--- config.mk ---
export PLATFORM = sky130hd
export DESIGN_NAME = serial_adder
export DESIGN_NICKNAME = d
export VERILOG_FILES = /design/src/rtl/serial_adder_pkg.sv /design/src/rtl/full_adder.sv /design/src/rtl/half_adder.sv /design/src/rtl/serial_adder.sv
export SDC_FILE = /design/constraint.sdc
export NUM_CORES = 1
export LEC_CHECK = 0
export CAP_MARGIN = 10
export CORE_MARGIN = 3
export CORE_UTILIZATION = 28
export CTS_CLUSTER_SIZE = 20
export DETAILED_ROUTE_END_ITERATION = 10
export PLACE_DENSITY = 0.53
export SYNTH_ARGS = -nofsm -noshare
export SYNTH_HDL_FRONTEND = slang
export SYNTH_HIERARCHICAL = 1
export SYNTH_SLANG_ARGS = --single-unit
export TNS_END_PERCENT = 100
--- constraint.sdc ---
create_clock -name clk -period 2.35 [get_ports clk]
set_clock_uncertainty 0.2 [all_clocks]
set_input_delay 0.3525 -clock clk [delete_from_list [all_inputs] [get_ports clk]]
set_output_delay 0.3525 -clock clk [all_outputs]
set_load 0.1 [all_outputs]
--- src/rtl/serial_adder_pkg.sv ---
// serial_adder_pkg: shared FSM state type and width limit for the bit-serial adder.
package serial_adder_pkg;
    typedef enum logic [1:0] {IDLE, SHIFT, DONE} sa_state_t;
    localparam int SA_MAX_WIDTH = 32;
endpackage

--- src/rtl/full_adder.sv ---
// full_adder: one-bit full adder built from two half_adder cells and an OR of their carries.
module full_adder (
    input  logic a_i,
    input  logic b_i,
    input  logic c_i,
    output logic s_o,
    output logic c_o
);
    logic s0, c0, c1;
    half_adder u_ha0 (.a_i(a_i), .b_i(b_i), .s_o(s0), .c_o(c0));
    half_adder u_ha1 (.a_i(s0), .b_i(c_i), .s_o(s_o), .c_o(c1));
    assign c_o = c0 | c1;
endmodule

--- src/rtl/half_adder.sv ---
// half_adder: one-bit sum and carry of two inputs.
module half_adder (
    input  logic a_i,
    input  logic b_i,
    output logic s_o,
    output logic c_o
);
    assign s_o = a_i ^ b_i;
    assign c_o = a_i & b_i;
endmodule

--- src/rtl/serial_adder.sv ---
// serial_adder: valid/ready LSB-first bit-serial adder, one bit per clock.
// Define SERIAL_ADDER_SUB_EN to add the sub input selecting A - B.
module serial_adder
    import serial_adder_pkg::*;
#(
    parameter int WIDTH = 8
) (
    input  logic             clk,
    input  logic             rst,
`ifdef SERIAL_ADDER_SUB_EN
    input  logic             sub,
`endif
    input  logic             in_valid,
    output logic             in_ready,
    input  logic [WIDTH-1:0] a,
    input  logic [WIDTH-1:0] b,
    output logic             out_valid,
    input  logic             out_ready,
    output logic [WIDTH-1:0] sum,
    output logic             carry_out
);
    localparam int CW = $clog2(WIDTH);
    localparam logic [CW-1:0] LAST = CW'(WIDTH - 1);

    if (WIDTH < 2 || WIDTH > SA_MAX_WIDTH) begin : g_bad_width
        $error("serial_adder: WIDTH out of range");
    end

    sa_state_t        state_q, state_d;
    logic [WIDTH-1:0] a_sh_q, b_sh_q, sum_q;
    logic [WIDTH-2:0] res_q;
    logic [CW-1:0]    cnt_q;
    logic             c_q, co_q, b_bit, fa_s, fa_c, accept, last;

`ifdef SERIAL_ADDER_SUB_EN
    logic sub_q;
    assign b_bit = b_sh_q[0] ^ sub_q;
`else
    assign b_bit = b_sh_q[0];
`endif

    assign accept = (state_q == IDLE) && in_valid;
    assign last   = (state_q == SHIFT) && (cnt_q == LAST);

    full_adder u_fa (.a_i(a_sh_q[0]), .b_i(b_bit), .c_i(c_q), .s_o(fa_s), .c_o(fa_c));

    always_ff @(posedge clk) begin
        if (rst) begin
            state_q <= IDLE;
            a_sh_q  <= '0;
            b_sh_q  <= '0;
            res_q   <= '0;
            cnt_q   <= '0;
            c_q     <= 1'b0;
            sum_q   <= '0;
            co_q    <= 1'b0;
`ifdef SERIAL_ADDER_SUB_EN
            sub_q   <= 1'b0;
`endif
        end else begin
            state_q <= state_d;
            if (accept) begin
                a_sh_q <= a;
                b_sh_q <= b;
                cnt_q  <= '0;
`ifdef SERIAL_ADDER_SUB_EN
                sub_q  <= sub;
                c_q    <= sub;
`else
                c_q    <= 1'b0;
`endif
            end else if (state_q == SHIFT) begin
                a_sh_q <= a_sh_q >> 1;
                b_sh_q <= b_sh_q >> 1;
                res_q  <= (WIDTH-1)'({fa_s, res_q} >> 1);
                cnt_q  <= cnt_q + CW'(1);
                c_q    <= fa_c;
                // Published outputs only change on completion, so sum holds through IDLE.
                if (last) begin
                    sum_q <= {fa_s, res_q};
                    co_q  <= fa_c;
                end
            end
        end
    end

    always_comb begin
        state_d = (state_q == IDLE)  ? (in_valid ? SHIFT : IDLE) :
                  (state_q == SHIFT) ? (last ? DONE : SHIFT) :
                                       (out_ready ? IDLE : DONE);
    end

    always_comb begin
        in_ready  = (state_q == IDLE);
        out_valid = (state_q == DONE);
        sum       = sum_q;
        carry_out = co_q;
    end
endmodule

==> flow_metrics.tcl, run 1 <==
set metrics [dict create \
    synth-async-reset-ratio 0 \
    path_class "register to output pin" \
    avgViaCountPerCell 4.68 \
    worst_ep_required_time_ns 1.80 \
    avgRoutedWirePerCell_um 12.3 \
    cts_buffers 5 \
    dieArea_sq_um 6880 \
    r2r_slack_ns 0.50 \
    clock_path_buffers 2 \
    hold_slack_ns 0.257 \
    holdCritPathClass "register to register" \
    cp_slowest_cell "dfxtp_1" \
    setup_viol 0 \
    drc 0 \
    r2r-start "state_q[0]" \
    crit_end "out_valid" \
    nets 241 \
    status "finished clean" \
    coreArea_sq_um 5610 \
    rsz0062_at_grt "no" \
    wl_um 3570 \
    ctsRootBufferMaster "clkbuf_8" \
    clk_pin_slew_ns 0.07 \
    fillers 624 \
    synth_top_area_frac 0.459 \
    ir_worst_vdd_v 0.000203 \
    antenna_cells 0 \
    instances_no_fill 290 \
    synthFlopType "dfxtp_1" \
    track_usage 0.110 \
    power_uw 1340 \
    worstMarginPinSlew_ns 0.502 \
    crit_chain "nor2b_2 > buf_12" \
    critPathLaunch "state_q[1]" \
    start_util 0.296 \
    grt_pass1_wl_um 6090 \
    final_antenna_net_count 0 \
    antenna_found_initial 0 \
    startpoint_type "register" \
    dp.cells 282 \
    p_leak_uw 0.000750 \
    crit_cells 2 \
    finalMaxSlewViolations 0 \
    arrival_ns 1.34 \
    yosysWarnings 6 \
    crit_family "flip-flops" \
    synth_nets 215 \
    r2r_end "b_sh_q[6]" \
    cap_violations 0 \
    cp-end-kind "output pin" \
    grt_pass1_vias 1321 \
    first_pass_iters 4 \
    cts.sinks 38 \
    dpl_cell_area_sq_um 1970 \
    ys_seq_area_frac 0.459 \
    syn_area_sq_um 1660 \
    syn2layout_area_growth_pct 24.5 \
    gp_congestion 0.674 \
    syn_area_per_cell_sq_um 8.69 \
    grt_max_degree 39 \
    reg2reg_depth 4 \
    cp_num_buf_inv 1 \
    route.vias.total 1358 \
    netlist-cell-type-count 29 \
    dp_hpwl_um 2250 \
    cpPeakStageDelay_ns 0.59 \
    ys_seq_elements 38 \
    syn_inst 191 \
    tns_ns 0 \
    die_x_um 83.0 \
    postCtsSetupRepairBufs 0 \
    synth-edff-count 0 \
    drive_gt1_frac 0.174 \
    power_density_nw_per_um2 649 \
    max-slew-margin-rel 0.665 \
    hold_buffers 0 \
    finalInstanceArea_sq_um 2070 \
    clock.fmax_mhz 529 \
    insertion_delay_ns 0.29 \
    rows 27 \
    die_y_um 83.0 \
    fin_crit_sh 0.804 \
    hold_violations 0 \
    drt_first_iter_violations 89 \
    grt_overflow 0 \
    h-tree-depth 2 \
    yosys.area.top_type "dfxtp_1" \
    numPortBuffers 30 \
    cts_tree "done" \
    post_cts_resized 0 \
    pin_count 31 \
    worst-path-max-fanout 12 \
    min_period_ns 1.89 \
    netlist_top_cells_area "dfxtp_1 46%, a21oi_1 8.7%, nand2_1 8.1%, buf_6 3.4%, nor2_1 3.4%" \
]
worst min path at each step:
stage,start,to,slack (ns),cells after the start
3_5_place_dp,b_sh_q[6],b_sh_q[6],0.25,2
5_1_grt,res_q[1],res_q[0],0.28,2
3_3_place_gp,res_q[0],res_q[0],0.24,2
6_report,sum[1],sum[1],0.26,2
4_1_cts,b_sh_q[4],b_sh_q[3],0.26,2
2_1_floorplan,res_q[0],res_q[0],0.24,2
metal layers:
layer / track usage / part of all wire / vias up
met4: 0.0535 / 0.021 / 0
met2: 0.163 / 0.45 / 29
met3: 0.0417 / 0.049 / 6
met5: 0 / 0 / -
li1: - / - / 703
met1: 0.139 / 0.48 / 620
worst min-delay path: cells and delay by family, from the launching register on:
family           cells  cell delay [ns]
AND/OR/NAND/NOR      1             0.05
flip-flops           1             0.31
AO/OA/AOI/OAI        1             0.05
report_power, final:
part	total (uW)	switching (uW)	internal, uW	leakage, uW
Combinational	187	100	86.8	0.000392
Sequential	696	21.5	674	0.000310
Clock	458	222	237	0.0000482
through the flow:
step	setup slack, ns	utilization
2_1_floorplan	0.0295	-
3_3_place_gp	0.252	0.352
3_5_place_dp	0.219	0.352
4_1_cts	0.419	0.368
5_1_grt	0.356	0.368
6_report	0.460	0.368
area by class of cell:
| type | count | area (sq um) | share of cell area |
|---|---|---|---|
| multi-input cells | 138 | 796 | 0.385 |
| flip-flops and latches | 38 | 761 | 0.368 |
| repair buffers | 34 | 328 | 0.159 |
| clock inverters | 1 | 5.00 | 0.00242 |
| clock buffers | 7 | 86.3 | 0.0418 |
| well taps | 72 | 90.1 | 0.0436 |
sequential cells by signal, indices dropped and copies added (netlist names):
signal and cells:
a_sh_q 8, b_sh_q 8, sum 8, res_q 7, cnt_q 3, state_q 2, c_q 1, carry_out 1
cells in the mapped netlist, drive strengths merged (2+ instances only):
library cell  count
dfxtp            38
nand2            36
a21oi            33
nor2             16
a211oi           11
nand3            11
buf              10
nor3              7
clkbuf            5
ha                4
or3b              4
mux2i             3
nand2b            3
or2b              2
cell usage in the layout (no fill, tap or decap), drive strengths merged:
| cell type | count |
|---|---|
| o21a | 1 |
| nand2 | 36 |
| ha | 4 |
| or3b | 4 |
| buf | 15 |
| nor3 | 7 |
| mux2i | 3 |
| o21ba | 1 |
| clkdlybuf4s50 | 19 |
| a211oi | 11 |
| a21oi | 33 |
| nand2b | 3 |
| nor2b | 1 |
| nand3 | 11 |
| clkbuf | 7 |
| or2 | 1 |
| and2b | 1 |
| dfxtp | 38 |
| or2b | 2 |
| nor2 | 16 |
| nand3b | 1 |
| nor3b | 1 |
| xnor2 | 1 |
| clkinv | 1 |
cell families (layout without fill, tap and decap cells):
| family | count (synthesis) | after routing | synth area share |
|---|---|---|---|
| flops | 38 | 38 | 0.459 |
| xor+xnor | 1 | 1 | 0.00528 |
| buf+inv | 15 | 42 | 0.0633 |
| fa+ha+maj | 4 | 4 | 0.0302 |
| mux | 3 | 3 | 0.0181 |
| simple gates | 84 | 84 | 0.244 |
| compound gates | 46 | 46 | 0.181 |
Note: power is estimated with default switching activity, not from simulation.
==> run 2: changes to the inputs <==
--- a/config.mk
+++ b/config.mk
@@ -10,7 +10,7 @@
 export CORE_UTILIZATION = 28
 export CTS_CLUSTER_SIZE = 20
 export DETAILED_ROUTE_END_ITERATION = 10
-export PLACE_DENSITY = 0.53
+export PLACE_DENSITY = 0.55
 export SYNTH_ARGS = -nofsm -noshare
 export SYNTH_HDL_FRONTEND = slang
 export SYNTH_HIERARCHICAL = 1
==> constraint.sdc (replaced) <==
create_clock -name clk -period 1.7 [get_ports clk]
set_clock_uncertainty 0.2 [all_clocks]
set_input_delay 0.255 -clock clk [delete_from_list [all_inputs] [get_ports clk]]
set_output_delay 0.255 -clock clk [all_outputs]
set_load 0.1 [all_outputs]
==> flow_metrics.tcl, run 2 (same netlist as run 1, synthesis figures left out) <==
set metrics [dict create \
    rows 27 \
    worst-path-max-fanout 7 \
    final_antenna_net_count 0 \
    p_leak_uw 0.000836 \
    pre_cts_ws_ns -0.170 \
    tns_ns 0 \
    drive_gt1_frac 0.220 \
    nets 250 \
    coreArea_sq_um 5610 \
    track_usage 0.113 \
    hold_violations 0 \
    min_period_ns 1.60 \
    grt_max_degree 39 \
    multi_input_area_sq_um 803 \
    dieArea_sq_um 6880 \
    power_density_nw_per_um2 875 \
    fillers 590 \
    dp_hpwl_um 2370 \
    seq_area_sq_um 762 \
    crit_chain "buf_6 > nor2b_4 > buf_12" \
    gp_congestion 0.722 \
    die_x_um 83.0 \
    antenna_cells 0 \
    setup_slack_ns 0.100 \
    mostFrequentLayoutCells "37 x dfxtp_1, 36 x nand2_1, 29 x a21oi_1, 19 x clkdlybuf4s50_1" \
    cp_num_buf_inv 2 \
    route.vias.total 1378 \
    worstMarginPinSlew_ns 0.481 \
    crit_family "flip-flops" \
    ctsRootBufferMaster "clkbuf_8" \
    cp-end-kind "output pin" \
    h-tree-depth 2 \
    grt_pass1_wl_um 6370 \
    fin_crit_sh 0.941 \
    setup_viol 0 \
    syn2layout_area_growth_pct 39.7 \
    drt_first_iter_violations 91 \
    die_y_um 83.0 \
    cpPeakStageDelay_ns 0.37 \
    grt_pass1_vias 1364 \
    antenna_found_initial 0 \
    cp_slowest_cell "dfxtp_2" \
    status "finished clean" \
    avgRoutedWirePerCell_um 12.0 \
    grt_overflow 0 \
    cap_violations 0 \
    wl_um 3590 \
    start_util 0.296 \
    final_common_cell "dfxtp_1" \
    avgViaCountPerCell 4.61 \
    rsz0062_at_grt "no" \
    insertion_delay_ns 0.29 \
    cts_buffers 5 \
    holdCritPathClass "register to register" \
    arrival_ns 1.14 \
    max-slew-margin-rel 0.679 \
    numPortBuffers 30 \
    cts_tree "done" \
    worst_ep_required_time_ns 1.24 \
    first_pass_iters 4 \
    startpoint_type "register" \
    drc 0 \
    path_class "register to output pin" \
    clock.fmax_mhz 625 \
    cts.sinks 38 \
    ir_worst_vdd_v 0.000317 \
    clk_pin_slew_ns 0.08 \
    pin_count 31 \
    finalMaxSlewViolations 0 \
    clock_path_buffers 2 \
]
-- run 2: area by class of cell --
cell class | instances | area share
sequential | 38 | 0.329
clock inverter | 3 | 0.0194
tap | 72 | 0.0389
timing repair buffer | 43 | 0.237
multi-input combinational | 138 | 0.346
clock buffer | 5 | 0.0297
-- run 2: power breakdown --
part / internal (uW) / switching (uW) / leakage, uW
clock network: 436 / 335 / 0.0000504
logic: 150 / 152 / 0.000475
registers: 931 / 22.8 / 0.000311
total: 1520 / 510 / 0.000836
-- run 2: path summary, 6_finish.rpt --
check | slack (ns) | from | cells after the start | end
hold reg to reg | 0.26 | b_sh_q[4] | 2 | b_sh_q[3]
hold / removal | 0.26 | b_sh_q[4] | 2 | b_sh_q[3]
setup / recovery | 0.10 | state_q[1] | 3 | out_valid
setup reg to reg | 0.14 | a_sh_q[0] | 5 | c_q
-- run 2: stage by stage --
step / cells / area [sq um] / utilization / power (uW) / hold WS [ns]
6_report: 299 / 2320 / 0.413 / 2030 / 0.256
5_1_grt: 299 / 2320 / 0.413 / 2150 / 0.279
4_1_cts: 299 / 2310 / 0.412 / 2070 / 0.259
3_5_place_dp: 291 / 2190 / 0.391 / 1280 / 0.248
3_3_place_gp: 291 / 2190 / 0.391 / 1280 / 0.245
2_1_floorplan: 191 / 1660 / - / 1170 / 0.191
-- run 2: repair_timing --
item,in CTS,in global routing
gates resized for setup,1,2
setup endpoints to repair,1,1
cloned,0,0
hold buffers,0,0
setup buffers,0,0
-- run 2: metal layers --
| metal | share of wire | vias up | global-route usage |
|---|---|---|---|
| met5 | 0 | - | 0 |
| met1 | 0.48 | 623 | 0.151 |
| met2 | 0.45 | 28 | 0.166 |
| met3 | 0.045 | 6 | 0.0337 |
| li1 | - | 721 | - |
| met4 | 0.023 | 0 | 0.0535 |
-- run 2: worst reg2reg max path, delay by kind of cell, from the launching register on --
| kind | cells | cell delay [ns] |
|---|---|---|
| DFF | 1 | 0.32 |
| muxes | 1 | 0.15 |
| adders and majority gates | 2 | 0.48 |
| and+or+nand+nor | 2 | 0.30 |
==> run 3: changes to the inputs <==
--- a/config.mk
+++ b/config.mk
@@ -8,6 +8,7 @@
 export CAP_MARGIN = 10
 export CORE_MARGIN = 3
 export CORE_UTILIZATION = 28
+export CTS_BUF_LIST = sky130_fd_sc_hd__clkbuf_4 sky130_fd_sc_hd__clkbuf_8
 export CTS_CLUSTER_SIZE = 20
 export DETAILED_ROUTE_END_ITERATION = 10
 export PLACE_DENSITY = 0.55
==> results of run 3 <==
Final layout, timing and power as in run 2 (identical DEF).
